==> src/rtl/sev_seg_pkg.sv <==
// Shared constants and helpers for the seven-segment display multiplexer.
// Segment patterns are active-high, ordered {A,B,C,D,E,F,G} with A in the MSB.
package sev_seg_pkg;

  localparam logic [6:0] SEG_OFF = 7'b0000000;

  localparam logic [6:0] SEG_PATTERNS [16] = '{
    7'b1111110,  // 0
    7'b0110000,  // 1
    7'b1101101,  // 2
    7'b1111001,  // 3
    7'b0110011,  // 4
    7'b1011011,  // 5
    7'b1011111,  // 6
    7'b1110000,  // 7
    7'b1111111,  // 8
    7'b1111011,  // 9
    7'b1110111,  // A
    7'b0011111,  // b
    7'b1001110,  // C
    7'b0111101,  // d
    7'b1001111,  // E
    7'b1000111   // F
  };

  function automatic int idx_width(input int num_digits);
    return (num_digits > 1) ? $clog2(num_digits) : 1;
  endfunction

endpackage

==> src/rtl/sev_seg_hex.sv <==
// Hex digit to active-high seven-segment pattern decoder (purely combinational).
module sev_seg_hex
  import sev_seg_pkg::*;
(
  input  logic [3:0] code,
  output logic [6:0] pattern
);

  assign pattern = SEG_PATTERNS[code];

endmodule

==> src/rtl/sev_seg_mux.sv <==
// Time-multiplexed N-digit seven-segment driver with frame-aligned updates.
// Optional leading-zero blanking is enabled by defining SEV_SEG_MUX_LZB_EN.
module sev_seg_mux
  import sev_seg_pkg::*;
#(
  parameter int NUM_DIGITS     = 4,
  parameter int REFRESH_DIV    = 1000,
  parameter int BLANK_CYCLES   = 50,
  parameter bit SEG_ACTIVE_LOW = 1'b1,
  parameter bit DIG_ACTIVE_LOW = 1'b1
) (
  input  logic                    clk,
  input  logic                    rst,
  input  logic [4*NUM_DIGITS-1:0] digits,
  input  logic [NUM_DIGITS-1:0]   dp_in,
`ifdef SEV_SEG_MUX_LZB_EN
  input  logic                    blank_lz,
`endif
  input  logic                    load,
  output logic [6:0]              seg,
  output logic                    dp,
  output logic [NUM_DIGITS-1:0]   dig_en,
  output logic                    frame_start
);

  localparam int IDX_W = idx_width(NUM_DIGITS);
  localparam int CNT_W = $clog2(REFRESH_DIV);

  localparam logic [CNT_W-1:0] CNT_LAST  = CNT_W'(REFRESH_DIV - 1);
  localparam logic [CNT_W-1:0] BLANK_END = CNT_W'(BLANK_CYCLES);
  localparam logic [IDX_W-1:0] IDX_LAST  = IDX_W'(NUM_DIGITS - 1);

  localparam logic [6:0]            SEG_IDLE = SEG_ACTIVE_LOW ? ~SEG_OFF : SEG_OFF;
  localparam logic                  DP_IDLE  = SEG_ACTIVE_LOW;
  localparam logic [NUM_DIGITS-1:0] DIG_IDLE = DIG_ACTIVE_LOW ? '1 : '0;

  logic [CNT_W-1:0]        cnt;
  logic [IDX_W-1:0]        idx;
  logic [4*NUM_DIGITS-1:0] pend_digits;
  logic [NUM_DIGITS-1:0]   pend_dp;
  logic                    pend_valid;
  logic [4*NUM_DIGITS-1:0] act_digits;
  logic [NUM_DIGITS-1:0]   act_dp;

  logic                    slot_end;
  logic                    frame_wrap;
  logic                    in_blank;
  logic [NUM_DIGITS-1:0]   onehot;
  logic [NUM_DIGITS-1:0]   lz_mask;
  logic [3:0]              cur_code;
  logic                    cur_dp;
  logic                    cur_blank;
  logic [6:0]              cur_pattern;

  assign slot_end   = (cnt == CNT_LAST);
  assign frame_wrap = slot_end && (idx == IDX_LAST);
  assign in_blank   = (cnt < BLANK_END);

`ifdef SEV_SEG_MUX_LZB_EN
  // Blank from the top digit down while code and dp are both zero; digit 0 always shows.
  always_comb begin
    logic lz_run;
    lz_mask = '0;
    // NOTE: blocking assignments here build a ripple chain evaluated in loop order
    // within one combinational pass; non-blocking would read stale values.
    lz_run  = blank_lz;
    for (int i = NUM_DIGITS - 1; i > 0; i--) begin
      lz_run     = lz_run && (act_digits[4*i +: 4] == 4'h0) && !act_dp[i];
      lz_mask[i] = lz_run;
    end
  end
`else
  assign lz_mask = '0;
`endif

  // Compare idx against each position instead of indexing, so no slice can go out of range.
  always_comb begin
    cur_code  = 4'h0;
    cur_dp    = 1'b0;
    cur_blank = 1'b0;
    onehot    = '0;
    for (int i = 0; i < NUM_DIGITS; i++) begin
      if (idx == IDX_W'(i)) begin
        cur_code  = act_digits[4*i +: 4];
        cur_dp    = act_dp[i];
        cur_blank = lz_mask[i];
        onehot[i] = 1'b1;
      end
    end
  end

  sev_seg_hex u_hex (
    .code    (cur_code),
    .pattern (cur_pattern)
  );

  // NOTE: every register here uses non-blocking assignment so all state updates
  // see the pre-edge values, matching real flip-flop behaviour.
  always_ff @(posedge clk) begin
    if (rst) begin
      cnt         <= '0;
      idx         <= '0;
      pend_digits <= '0;
      pend_dp     <= '0;
      pend_valid  <= 1'b0;
      act_digits  <= '0;
      act_dp      <= '0;
      seg         <= SEG_IDLE;
      dp          <= DP_IDLE;
      dig_en      <= DIG_IDLE;
      frame_start <= 1'b0;
    end else begin
      if (slot_end) begin
        cnt <= '0;
        idx <= (idx == IDX_LAST) ? '0 : idx + IDX_W'(1);
      end else begin
        cnt <= cnt + CNT_W'(1);
      end

      if (load) begin
        pend_digits <= digits;
        pend_dp     <= dp_in;
      end

      // A load on the wrap cycle goes straight to the active buffer.
      if (frame_wrap) begin
        if (load) begin
          act_digits <= digits;
          act_dp     <= dp_in;
        end else if (pend_valid) begin
          act_digits <= pend_digits;
          act_dp     <= pend_dp;
        end
        pend_valid <= 1'b0;
      end else if (load) begin
        pend_valid <= 1'b1;
      end

      frame_start <= frame_wrap;

      if (in_blank) begin
        seg    <= SEG_IDLE;
        dp     <= DP_IDLE;
        dig_en <= DIG_IDLE;
      end else begin
        dig_en <= DIG_ACTIVE_LOW ? ~onehot : onehot;
        if (cur_blank) begin
          seg <= SEG_IDLE;
          dp  <= DP_IDLE;
        end else begin
          seg <= SEG_ACTIVE_LOW ? ~cur_pattern : cur_pattern;
          dp  <= cur_dp ^ SEG_ACTIVE_LOW;
        end
      end
    end
  end

endmodule

==> config.mk <==
export PLATFORM = sky130hd
export DESIGN_NAME = sev_seg_mux
export DESIGN_NICKNAME = d
export VERILOG_FILES = /design/src/rtl/sev_seg_pkg.sv /design/src/rtl/sev_seg_hex.sv /design/src/rtl/sev_seg_mux.sv
export SDC_FILE = /design/constraint.sdc
export NUM_CORES = 1
export LEC_CHECK = 0
export CORE_ASPECT_RATIO = 0.8
export CORE_MARGIN = 5
export CORE_UTILIZATION = 50
export DETAILED_ROUTE_END_ITERATION = 7
export PLACE_DENSITY = 0.8
export SLEW_MARGIN = 40
export SYNTH_ARGS = -nofsm -noshare
export SYNTH_HDL_FRONTEND = slang
export SYNTH_SLANG_ARGS = --single-unit
==> constraint.sdc <==
create_clock -name clk -period 3 [get_ports clk]
set_input_delay 0.45 -clock clk [delete_from_list [all_inputs] [get_ports clk]]
set_output_delay 0.45 -clock clk [all_outputs]
set_load 0.01 [all_outputs]
==> flow_summary.yaml <==
grt:
  grt_max_degree: 46
  grt_first_pass_wirelength_mm: 9.39
  grt_util_all_layers_pct: 16.0
  grt_pass1_vias: 2056
  initial_antenna_violation_count: 0
  overflow: 0
clocking:
  cts_made_buffers: 9
  htreeDepth: 3
  clkSinkCount: 66
  cts-resized-gates: 0
  cts-root-buf: "sky130_fd_sc_hd__clkbuf_8"
  cts_hold_repair.buffers: 0
  clk_transition_reported_paths_ns: 0.07
  postCtsSetupBuffers: 0
  worstSkewPairLatency_ns: 0.35
  cts-root-to-sink-buffers: 2
  tritoncts: "yes"
yosys:
  synth-async-reset-ratio_pct: 0
  synth_edf_count: 0
  synth.lib_cells_used.distinct: 45
  synth_top_flop_cell: "sky130_fd_sc_hd__dfxtp_1"
  mappedNetlistNets: 341
  yosysWarnings: 0
  synth.ff_latch_count: 66
  synth-seq-area-share_pct: 44.1
  netlist_area_before_placement_um2: 2990
  post_synth.cell_area_avg_um2: 9.78
  netlist_instances: 306
final_layout:
  fillerInstances: 497
  synth_to_layout_area_growth_pct: 19.1
  antennaDiodeCount: 0
  nets: 374
  finish.utilization_pct: 60.9
  drive_gt1_share_pct: 8.72
place:
  portBuffers: 35
  finalWeightedCongestion: 0.811
  dp.final_hpwl_mm: 3.82
drt:
  drt_iter0_drc: 110
  final_antenna_net_count: 0
  firstDrtPassIters: 4
  routed_wirelength_mm: 5.42
  route.detailed.wl_per_inst_um: 12.8
  post-route-drc-count: 0
  dr_total_vias: 2153
  drt-vias-per-instance: 5.07
floorplanning:
  dieWidth_um: 96.5
  ioPinCount: 36
  die_area_um2: 7650
  core_um2: 5850
  core.rowCount: 25
  initial_core_utilization_pct: 51.2
  fp.dieH_um: 79.2
power_and_ir_drop:
  power_leakage_nw: 1.30
  ir_worst_vdd_mv: 0.312
  p_per_area_nw_per_um2: 460
min_path:
  min_path_type: "reg2reg"
timing:
  relSlewSlack_pct: 53.7
  post-route-min-period_ns: 2.58
  fin_tns_setup_ns: 0
  tightestPinTransition_ns: 0.694
  setup_viol_count_final: 0
  max_clock_freq_ghz: 0.388
  maxSlewViolCount: 0
  post_route_clock_skew_ns: 0.00707
  rsz0062_at_grt: "false"
  final_hold_viol_count: 0
  timing.final.crit_share_pct: 85.9
critical_path:
  worst_setup_path_end_kind: "register"
  cp.required_ns: 3.18
  timing.critical_path.fanout_max: 17
  timing.setup.critical_path_class: "reg2reg"
  cp_launch_type: "register"
  worst_ep_arrival_time_ns: 2.76
run:
  maxCapViolCount: 0
status:
  status: "complete, no violations"
==> registers in the layout, indices dropped and copies added (netlist names) <==
signal	count
cnt	10
idx	2
pend_digits	16
dig_en	4
frame_start	1
pend_dp	4
act_dp	4
seg	7
pend_valid	1
dp	1
act_digits	16
==> metal layers <==
metal  routed length, um  up-vias  track usage, %
li1                    -     1096               -
met1                2640      988            21.0
met2                2360       61            23.5
met3                 346        8            6.72
met4                  73        0            5.74
met5                   0        -               0
==> stage by stage <==
step / cell area, um^2 / cells / worst slack [ns] / power, mW / hold WS, ns
6_report: 3560 / 425 / 0.423 / 1.64 / 0.449
5_1_grt: 3560 / 425 / 0.181 / 1.72 / 0.469
4_1_cts: 3560 / 425 / 0.447 / 1.66 / 0.454
3_5_place_dp: 3390 / 409 / 0.472 / 1.01 / 0.435
3_3_place_gp: 3390 / 409 / 0.658 / 1.01 / 0.429
2_1_floorplan: 2990 / 306 / 0.708 / 0.972 / 0.418
==> report_power, final <==
group / switching [mW] / internal (mW)
clock: 0.330 / 0.318
combinational: 0.0402 / 0.0474
sequential: 0.00808 / 0.896
==> synth_stat cells (all sizes together) (3+ instances only) <==
master	instances	area (um^2)
ha	12	150
nand2	14	52.6
nor2b	24	150
clkbuf	4	15.0
nor2	39	146
buf	13	73.8
a211oi	7	70.1
inv	26	97.6
nand3	6	30.0
nor4	5	37.5
o221ai	4	35.0
dfxtp	66	1320
xnor2	7	61.3
mux2i	45	450
nor3b	3	27.5
nand3b	4	55.1
==> worst paths after layout <==
| path | from | endpoint | slack, ns | cells after the start |
|---|---|---|---|---|
| worst min register to register | cnt[0] | cnt[0] | 0.45 | 1 |
| worst max register to register | idx[0] | seg[2] | 0.42 | 8 |
| worst min-delay path | cnt[0] | cnt[0] | 0.45 | 1 |
| worst max-delay path | idx[0] | seg[2] | 0.42 | 8 |
==> area by class of cell <==
type                       instances  area [um^2]  area share (%)
timing repair buffer              39          380            10.7
sequential                        66         1320            37.1
clock inverter                     5         30.0           0.842
tap                               81          101            2.84
multi-input combinational        197         1490            41.9
inverter                          26         97.6            2.74
clock buffer                      11          141            3.97
==> layout by cell type (no fill, tap or decap), types with 3 or more instances in the layout <==
cell type / instances
sky130_fd_sc_hd__nor2_1: 39
sky130_fd_sc_hd__nor4_1: 3
sky130_fd_sc_hd__nor2b_1: 24
sky130_fd_sc_hd__buf_4: 4
sky130_fd_sc_hd__a211oi_1: 5
sky130_fd_sc_hd__inv_1: 26
sky130_fd_sc_hd__xnor2_1: 7
sky130_fd_sc_hd__nand3_1: 6
sky130_fd_sc_hd__dfxtp_1: 66
sky130_fd_sc_hd__clkdlybuf4s50_1: 35
sky130_fd_sc_hd__clkinv_2: 3
sky130_fd_sc_hd__nand2_1: 14
sky130_fd_sc_hd__clkbuf_8: 10
sky130_fd_sc_hd__o221ai_1: 4
sky130_fd_sc_hd__mux2i_1: 45
sky130_fd_sc_hd__ha_1: 12
==> critical path: stages (launching register included) <==
cell	delay, ns
sky130_fd_sc_hd__dfxtp_1	0.38
sky130_fd_sc_hd__ha_1	0.53
sky130_fd_sc_hd__nor2_1	0.08
sky130_fd_sc_hd__a22o_1	0.22
sky130_fd_sc_hd__a31oi_1	0.42
sky130_fd_sc_hd__inv_1	0.19
sky130_fd_sc_hd__ha_1	0.27
sky130_fd_sc_hd__mux2i_1	0.18
sky130_fd_sc_hd__o221ai_1	0.14
==> kinds of logic after synthesis <==
| kind of cell | count (synthesis) | synth area share [%] |
|---|---|---|
| AND/OR/NAND/NOR | 103 | 18.5 |
| multiplexers | 46 | 15.4 |
| AO/OA/AOI/OAI | 27 | 8.11 |
| buffers and inverters | 43 | 6.23 |
| adder cells (fa/ha/maj) | 12 | 5.01 |
| XOR/XNOR | 9 | 2.63 |
| flip-flops | 66 | 44.1 |
(Power assumes the default switching activity.)
